==> src/rtl/booth_mul_scheduler.sv <==
`default_nettype none
// ============================================================================
// Module   : booth_mul_scheduler
// Purpose  : Round-robin, credit-gated issue of requester operand pairs to a
//            shared pipelined multiplier; tagged products land in an FWFT FIFO.
//            Define BOOTH_SCHED_PERF_EN to add perf_issue/perf_stall counters.
// Revision : 1.0 - initial release
// ============================================================================
module booth_mul_scheduler #(
  parameter int N_REQ      = 4,
  parameter int W          = 8,
  parameter int LAT        = 3,
  parameter int FIFO_DEPTH = 4
) (
  input  logic                     clk,
  input  logic                     reset,
  input  logic [N_REQ-1:0]         req,
  input  logic [N_REQ*W-1:0]       a_in,
  input  logic [N_REQ*W-1:0]       b_in,
  output logic [N_REQ-1:0]         gnt,
  output logic                     mul_vld,
  output logic [W-1:0]             mul_a,
  output logic [W-1:0]             mul_b,
  input  logic [2*W-1:0]           mul_p,
  output logic                     res_vld,
  input  logic                     res_ready,
  output logic [2*W-1:0]           res_p,
  output logic [$clog2(N_REQ)-1:0] res_id
`ifdef BOOTH_SCHED_PERF_EN
  ,
  output logic [31:0]              perf_issue,
  output logic [31:0]              perf_stall
`endif
);

  localparam int c_idw = $clog2(N_REQ);
  localparam int c_pw  = (FIFO_DEPTH > 1) ? $clog2(FIFO_DEPTH) : 1;
  localparam int c_cw  = $clog2(FIFO_DEPTH + 1);
  localparam logic [c_idw-1:0] c_last_id  = c_idw'(N_REQ - 1);
  localparam logic [c_pw-1:0]  c_last_ptr = c_pw'(FIFO_DEPTH - 1);
  localparam logic [c_cw-1:0]  c_depth    = c_cw'(FIFO_DEPTH);

  logic [W-1:0]       w_a [N_REQ];
  logic [W-1:0]       w_b [N_REQ];
  logic [c_idw-1:0]   r_rr_ptr;
  logic [c_idw-1:0]   w_idx;
  logic [c_idw-1:0]   w_sel;
  logic               w_any;
  logic               w_credit_ok;
  logic               w_grant;
  logic               w_push;
  logic               w_pop;
  logic [c_cw-1:0]    r_outstanding;
  logic [c_cw-1:0]    r_count;
  logic [c_pw-1:0]    r_wr_ptr;
  logic [c_pw-1:0]    r_rd_ptr;
  logic               r_tag_vld [LAT+1];
  logic [c_idw-1:0]   r_tag_id  [LAT+1];
  logic [2*W-1:0]     r_mem_p   [FIFO_DEPTH];
  logic [c_idw-1:0]   r_mem_id  [FIFO_DEPTH];

  function automatic logic [c_pw-1:0] f_ptr_inc(input logic [c_pw-1:0] p);
    return (p == c_last_ptr) ? '0 : p + 1'b1;
  endfunction

  for (genvar i = 0; i < N_REQ; i++) begin : g_slice
    assign w_a[i] = a_in[i*W +: W];
    assign w_b[i] = b_in[i*W +: W];
  end

  // Scan from rr_ptr; descending k so the nearest asserted request wins.
  always_comb begin
    w_any = 1'b0;
    w_sel = '0;
    w_idx = '0;
    for (int k = N_REQ - 1; k >= 0; k--) begin
      w_idx = c_idw'((int'(r_rr_ptr) + k) % N_REQ);
      if (req[w_idx]) begin
        w_any = 1'b1;
        w_sel = w_idx;
      end
    end
  end

  // A credit stays held from grant until the cycle after its result pops.
  assign w_credit_ok = (r_outstanding < c_depth);
  assign w_grant     = w_any & w_credit_ok & ~reset;
  assign gnt         = w_grant ? (N_REQ'(1) << w_sel) : '0;
  assign w_push      = r_tag_vld[LAT];
  assign w_pop       = res_vld & res_ready;
  assign res_vld     = (r_count != '0);
  assign res_p       = res_vld ? r_mem_p[r_rd_ptr]  : '0;
  assign res_id      = res_vld ? r_mem_id[r_rd_ptr] : '0;

  always_ff @(posedge clk or posedge reset) begin
    if (reset) begin
      r_rr_ptr <= '0;
      mul_vld  <= 1'b0;
      mul_a    <= '0;
      mul_b    <= '0;
    end else begin
      mul_vld <= w_grant;
      if (w_grant) begin
        r_rr_ptr <= (w_sel == c_last_id) ? '0 : w_sel + 1'b1;
        mul_a    <= w_a[w_sel];
        mul_b    <= w_b[w_sel];
      end
    end
  end

  always_ff @(posedge clk or posedge reset) begin
    if (reset) begin
      for (int s = 0; s <= LAT; s++) begin
        r_tag_vld[s] <= 1'b0;
        r_tag_id[s]  <= '0;
      end
    end else begin
      r_tag_vld[0] <= w_grant;
      r_tag_id[0]  <= w_sel;
      for (int s = 1; s <= LAT; s++) begin
        r_tag_vld[s] <= r_tag_vld[s-1];
        r_tag_id[s]  <= r_tag_id[s-1];
      end
    end
  end

  always_ff @(posedge clk or posedge reset) begin
    if (reset) begin
      r_outstanding <= '0;
      r_count       <= '0;
      r_wr_ptr      <= '0;
      r_rd_ptr      <= '0;
    end else begin
      case ({w_grant, w_pop})
        2'b10:   r_outstanding <= r_outstanding + 1'b1;
        2'b01:   r_outstanding <= r_outstanding - 1'b1;
        default: r_outstanding <= r_outstanding;
      endcase
      case ({w_push, w_pop})
        2'b10:   r_count <= r_count + 1'b1;
        2'b01:   r_count <= r_count - 1'b1;
        default: r_count <= r_count;
      endcase
      if (w_push) r_wr_ptr <= f_ptr_inc(r_wr_ptr);
      if (w_pop)  r_rd_ptr <= f_ptr_inc(r_rd_ptr);
    end
  end

  always_ff @(posedge clk) begin
    if (w_push) begin
      r_mem_p[r_wr_ptr]  <= mul_p;
      r_mem_id[r_wr_ptr] <= r_tag_id[LAT];
    end
  end

`ifndef SYNTHESIS
  always @(posedge clk) begin
    if (!reset) begin
      assert (!(w_push && (r_count == c_depth)))
        else $fatal(1, "booth_mul_scheduler: push into full result FIFO");
    end
  end
`endif

`ifdef BOOTH_SCHED_PERF_EN
  always_ff @(posedge clk or posedge reset) begin
    if (reset) begin
      perf_issue <= '0;
      perf_stall <= '0;
    end else begin
      if (w_grant && (perf_issue != '1))
        perf_issue <= perf_issue + 32'd1;
      if (w_any && !w_credit_ok && (perf_stall != '1))
        perf_stall <= perf_stall + 32'd1;
    end
  end
`endif

endmodule
`default_nettype wire
==> config.mk <==
export PLATFORM = sky130hd
export DESIGN_NAME = booth_mul_scheduler
export DESIGN_NICKNAME = d
export VERILOG_FILES = /design/src/rtl/booth_mul_scheduler.sv
export SDC_FILE = /design/constraint.sdc
export NUM_CORES = 1
export LEC_CHECK = 0
export CORE_ASPECT_RATIO = 0.7
export CORE_MARGIN = 5
export CORE_UTILIZATION = 46
export CTS_BUF_LIST = sky130_fd_sc_hd__clkbuf_8
export CTS_CLUSTER_DIAMETER = 80
export DETAILED_ROUTE_END_ITERATION = 12
export PLACE_DENSITY = 0.79
export SLEW_MARGIN = 20
export SYNTH_ARGS = -nofsm -noshare
export SYNTH_HDL_FRONTEND = slang
export SYNTH_SLANG_ARGS = --single-unit
==> constraint.sdc <==
create_clock -name clk -period 2.2 [get_ports clk]
set_input_delay 0.22 -clock clk [delete_from_list [all_inputs] [get_ports clk]]
set_output_delay 0.22 -clock clk [all_outputs]
set_load 0.005 [all_outputs]
Word-level counts from Yosys, hierarchy flattened --
Memories as Yosys holds them, arrays and structs flattened. Cells that the tools add are included.
Word-level totals: RAM bits 72, bits in registers 40, word-level logic and storage cells 81, output and inout port bits 40, memories kept 2
Cells by class: equal/unequal tests 7, muxes and demuxes 32, shift-type cells 1, bitwise operators 5, order comparisons 6, reductions and logical operators 3, add/sub/neg operators 10
Memories:
- r_mem_p | words 4, width 16, read ports 1, clocked after Yosys merged registers in 0, wr ports 1, line 59 | logic [2*W-1:0] r_mem_p [FIFO_DEPTH];
- r_mem_id | words 4, width 2, read ports 1, clocked after Yosys merged registers in 0, wr ports 1, line 60 | logic [c_idw-1:0] r_mem_id [FIFO_DEPTH];
Operator list (count):
- $bmux 8 s2 | 2
- $mux 8 | 4
- $mux 16 | 1
- $mux 2 | 8
- $lt 2x3->1 const B | 4
- $pmux 3 s2 | 2
- $eq 2x2->1 const B | 5
- $mux 1 | 10
- $add 2x1->2 const B | 4
- $bmux 1 s2 | 4
- $add 3x1->3 const B | 2
- $sub 3x1->3 const B | 2
- $add 2x2->2 const B | 2
- $eq 2x1->1 const B | 2
- $mux 4 | 1
- $reduce_bool 2->1 | 2
- $shl 1x2->4 const A | 1
- $and 1x1->1 | 3
- $ge 3x3->1 const B | 1
- $lt 3x3->1 const B | 1
- $not 2->3 | 1
- $reduce_bool 3->1 | 1
- $not 1->1 | 1

Depth between registers and ports, before layout --
depth in word-level cells 11, depth in mapped cells 10

Worst setup path after synthesis --
No wires, ideal clock.
kind input-to-reg, start point input req[3], end point register r_outstanding[2], setup slack 0.091 ns, required time 2.121 ns, data arrival time 2.030 ns, stages 10, path buffers 2, library setup time 0.079 ns, path through buf_2 nor4_1 or3_1 clkbuf_1 ha_1 inv_1 fa_1 xor2_1 nor2_1 xor2_1
On the way: cells in the longest elaborated chain, start to end 10, elaborated cells between the ends (all ways) 18
Ends and longest elaborated chain:
- start: declaration | line 17 | input logic [N_REQ-1:0] req,
- $bmux 1 s2 | line 78 | if (req[w_idx]) begin
- $mux 1 (implied by the code) | line 78
- $mux 1 (3 in series) | line 78
- $mux 1 (*) | line 78
- $and 1x1->1 (*) (2 in series) | line 87 | assign w_grant = w_any & w_credit_ok & ~reset;
- $eq 2x1->1 or $eq 2x2->1 (tied branches) | line 134 | case ({w_grant, w_pop})
- $pmux 3 s2 or $reduce_bool 2->1 (tied branches)
- end signal: assignment | line 135 | 2'b10: r_outstanding <= r_outstanding + 1'b1;
- end signal: assignment | line 136 | 2'b01: r_outstanding <= r_outstanding - 1'b1;
- end signal: assignment | line 137 | default: r_outstanding <= r_outstanding;
- end: declaration | line 53 | logic [c_cw-1:0] r_outstanding;
Mark *: on every way between the ends. The rest lies on a longest branch, timed or not. The select of a mux whose other input is x is not followed. A chain may end at the register's enable or synchronous reset.

Worst setup path after layout --
start point register r_rr_ptr[1], end point output gnt[1]
On the way: cells in the longest elaborated chain, start to end 10, elaborated cells between the ends (all ways) 23
Ends and longest elaborated chain:
- start: declaration | line 45 | logic [c_idw-1:0] r_rr_ptr;
- start signal: assignment | line 104 | r_rr_ptr <= (w_sel == c_last_id) ? '0 : w_sel + 1'b1;
- $add 2x2->2 | line 77 | w_idx = c_idw'((int'(r_rr_ptr) + k) % N_REQ);
- $bmux 1 s2 | line 78
- $mux 1 (implied by the code) | line 78
- $mux 1 (4 in series) | line 78
- $and 1x1->1 (2 in series) | line 87
- $mux 4 (*) | line 88 | assign gnt = w_grant ? (N_REQ'(1) << w_sel) : '0;
- end: declaration | line 20 | output logic [N_REQ-1:0] gnt,
Marks and branches as above.

==> flow_summary.yaml <==
placement:
  dpl_cell_area_um2: 6650
  placedCellCount: 611
  gp_congestion: 0.8659
  dpl.hpwl_mm: 8.400
  numPortBuffers: 126
  pre_cts_ws_ps: -365.6
clocking:
  cts_tree: "done"
  htree_levels: 3
  clock_latency_ps: 370
  cts_buffer_depth: 2
  cts_sinks: 112
  cts_root_buffer: "clkbuf_8"
  cts.reportedPaths.clkPinSlew_ps: 100
  cts_buffers: 9
timing:
  rsz0062_at_grt: "true"
  layout_setup_ws_ps: -43.49
  hold_viol_final: 0
  hold_ws_ps: 349.6
  tightest_slew_ps: 607.2
  relSlewSlack_pct: 59.52
  period_share_pct: 102.0
  skew_ps: 12.94
  slew_viol_final: 0
  fmax_mhz: 445.7
  min_period_ps: 2243
  finalSetupViolations: 2
worst_setup_path:
  reg2reg_from: "r_rr_ptr[1]"
  crit_path_start: "r_rr_ptr[1]"
  cp.required_ps: 1980
  cp.arrival_ps: 2020
  cp-end-kind: "primary output"
  start_kind: "flip-flop"
  critPathKind: "reg -> out"
  cp_max_fo: 4
power:
  power_density_nw_per_um2: 1152
  p_sw_share_pct: 30.67
  vdd.ir_drop.worst_mv: 0.5805
  p_int_w: 0.005766
  sequentialPowerShare_pct: 36.3
  p_clk_share_pct: 15.9
  switchingPower_w: 0.002551
  p_leak_nw: 2.822
  p_comb_share_pct: 47.8
status:
  violations: "setup timing"
  status: "finished with violations"
routing:
  firstDrtPassIters: 4
  detail_route.wl_per_cell_um: 19.47
  vias_per_cell: 5.381
  vias: 3492
  dr.first_iter.drc_count: 186
  ant_nets: 0
  wl_mm: 12.63
  route.detailed.drc: 0
grt:
  grt_pass1_wl_mm: 19.16
  grtUsageTotal_pct: 18.72
  grt_max_degree: 41
  grt_antenna_before_repair: 0
  grt_pass1_vias: 3661
  grt.overflow.total: 0
floorplanning:
  die_x_um: 135.3
  io_pins: 127
  start_util_pct: 46.39
  die_y_um: 97.69
  coreArea_um2: 10890
  dieArea_um2: 13210
  rows: 32
layout:
  nets: 591
  instances_no_fill: 649
  final_layout_size_suffix_gt1_share_pct: 29.03
  syn2layout_area_growth_pct: 42.84
  num-fill-cells: 809
  design_area_um2: 7217
  diodes: 0
synthesis:
  avgSynthCellArea_um2: 15.45
  synthAdderAreaFrac_pct: 3.517
  yosysUniqueCellTypes: 38
  syn_inst: 327
  synth_edf_count: 72
  synth_area_um2: 5052
  async_flop_share_pct: 35.71
  ys_warn_count: 0
  synth_ff_type: "edfxtp_1"
  synth_top_family_by_area: "multiplexers"
  synth_compound_area_share_pct: 8.915
  synthXorXnorAreaFrac_pct: 1.040
  synth_mux_area_share_pct: 13.10
  synth_seq_cells: 112
  seq_area_frac_synth_pct: 62.61
  yosys.area_share.simple_pct: 7.727
  syn_nets: 427
hold_path:
  hold_class: "in -> async"
flow_run:
  max_cap_violations: 0
-- power groups by stage --
| stage | sequential [W] | combinational (W) | clock (W) |
|---|---|---|---|
| after detailed placement | 0.00308 | 0.00347 | 0 |
| final | 0.00302 | 0.00398 | 0.00132 |
| after global placement | 0.00305 | 0.00335 | 0 |
| after floorplan | 0.00301 | 0.00188 | 0 |
| after CTS | 0.00302 | 0.00357 | 0.00135 |
| after global routing | 0.00307 | 0.00431 | 0.00144 |
-- path summary, 6_finish.rpt --
kind                          endpoint  slack [ps]  cells after the start
min in group clk           r_tag_id[2]         350                      0
min reg2reg                r_tag_id[2]         350                      0
min                        r_rr_ptr[0]         350                      3
max reg2reg                   mul_a[6]          10                      8
max in group asynchronous  r_rd_ptr[0]        1470                      3
max                             gnt[1]         -40                      9
-- state kept, by name, indices dropped and copies added (netlist names) --
name,flops
r_rr_ptr,2
mul_b,8
r_rd_ptr,2
r_mem_id,8
r_outstanding,3
r_mem_p,64
mul_a,8
r_tag_id,8
r_count,3
r_tag_vld,3
r_wr_ptr,2
w_push,1
-- critical path, stage by stage, from the launching register on --
cell and delay [ps]:
dfrtp_2 460, buf_12 140, nand2b_4 150, a21oi_4 190, nor3_4 60, buf_6 120, buf_8 130, ha_4 150
and2_4 130, buf_6 110
-- routing by layer --
layer  part of all wire [%]  vias up  global-route usage, %
li1                       -     1598                      -
met1                     41     1756                  24.72
met2                     52      121                  30.54
met3                    5.5       17                  4.710
met4                    1.5        0                  5.887
met5                      0        -                      0
-- stage by stage --
stage	power, W	util (%)	TNS, ps
3_5_place_dp	0.006544	61.06	-5219
5_1_grt	0.008825	66.27	-539.9
6_report	0.008317	66.27	-69.31
4_1_cts	0.007949	64.07	-503.9
3_3_place_gp	0.006403	61.06	-3831
2_1_floorplan	0.004890	-	0
-- synthesized netlist by cell type, drive strengths merged, types with 9 or more instances --
library cell | count | share of area, %
edfxtp | 72 | 43
dfrtp | 40 | 20
and2 | 26 | 3.2
a21oi | 19 | 2.1
mux4 | 18 | 8.0
mux2 | 17 | 4.2
o31ai | 17 | 2.5
a221o | 16 | 3.2
nand4 | 16 | 2.0
inv | 15 | 1.1
clkbuf | 12 | 0.89
ha | 11 | 2.7
buf | 9 | 1.1
-- final cells by class --
class | count | area [um^2] | area share [%]
Clock buffer | 9 | 123.9 | 1.716
Timing Repair Buffer | 174 | 1755 | 24.32
Clock inverter | 7 | 96.34 | 1.335
Multi-Input combinational cell | 179 | 1823 | 25.26
Tap cell | 153 | 191.4 | 2.653
Inverter | 15 | 61.31 | 0.8495
Sequential cell | 112 | 3166 | 43.86
-- layout by cell type (no fill, tap or decap), types with 3 or more instances in the layout --
cell	n
buf_12	7
and2_4	11
dlygate4sd2_1	3
dlymetal6s2s_1	3
xor2_1	4
dfrtp_1	38
inv_1	13
o31ai_1	17
mux2_4	6
ha_1	8
clkdlybuf4s50_1	103
edfxtp_1	72
nand4_1	16
nand2_1	7
ha_4	3
buf_4	30
a221o_1	16
and2_1	15
clkbuf_16	3
buf_6	10
clkbuf_2	13
clkbuf_8	9
nor2_1	3
mux2_2	10
mux4_2	18
a21oi_1	17
-- cell families after synthesis --
| kind of cell | after synthesis |
|---|---|
| flip-flops | 112 |
| AND/OR/NAND/NOR | 63 |
| AO/OA/AOI/OAI | 59 |
| multiplexers | 38 |
| buffers and inverters | 36 |
| adder cells (fa/ha/maj) | 13 |
| XOR/XNOR | 6 |
-- timing repair --
action / CTS / global route
resized for setup: 43 / 62
pin swaps: 4 / 6
hold endpoints to repair: 0 / 0
cloned: 1 / 3
endpoints found under the setup margin: 38 / 36
setup buffers: 10 / 9
hold buffers: 0 / 0
Power figures use the tool's default switching activity.
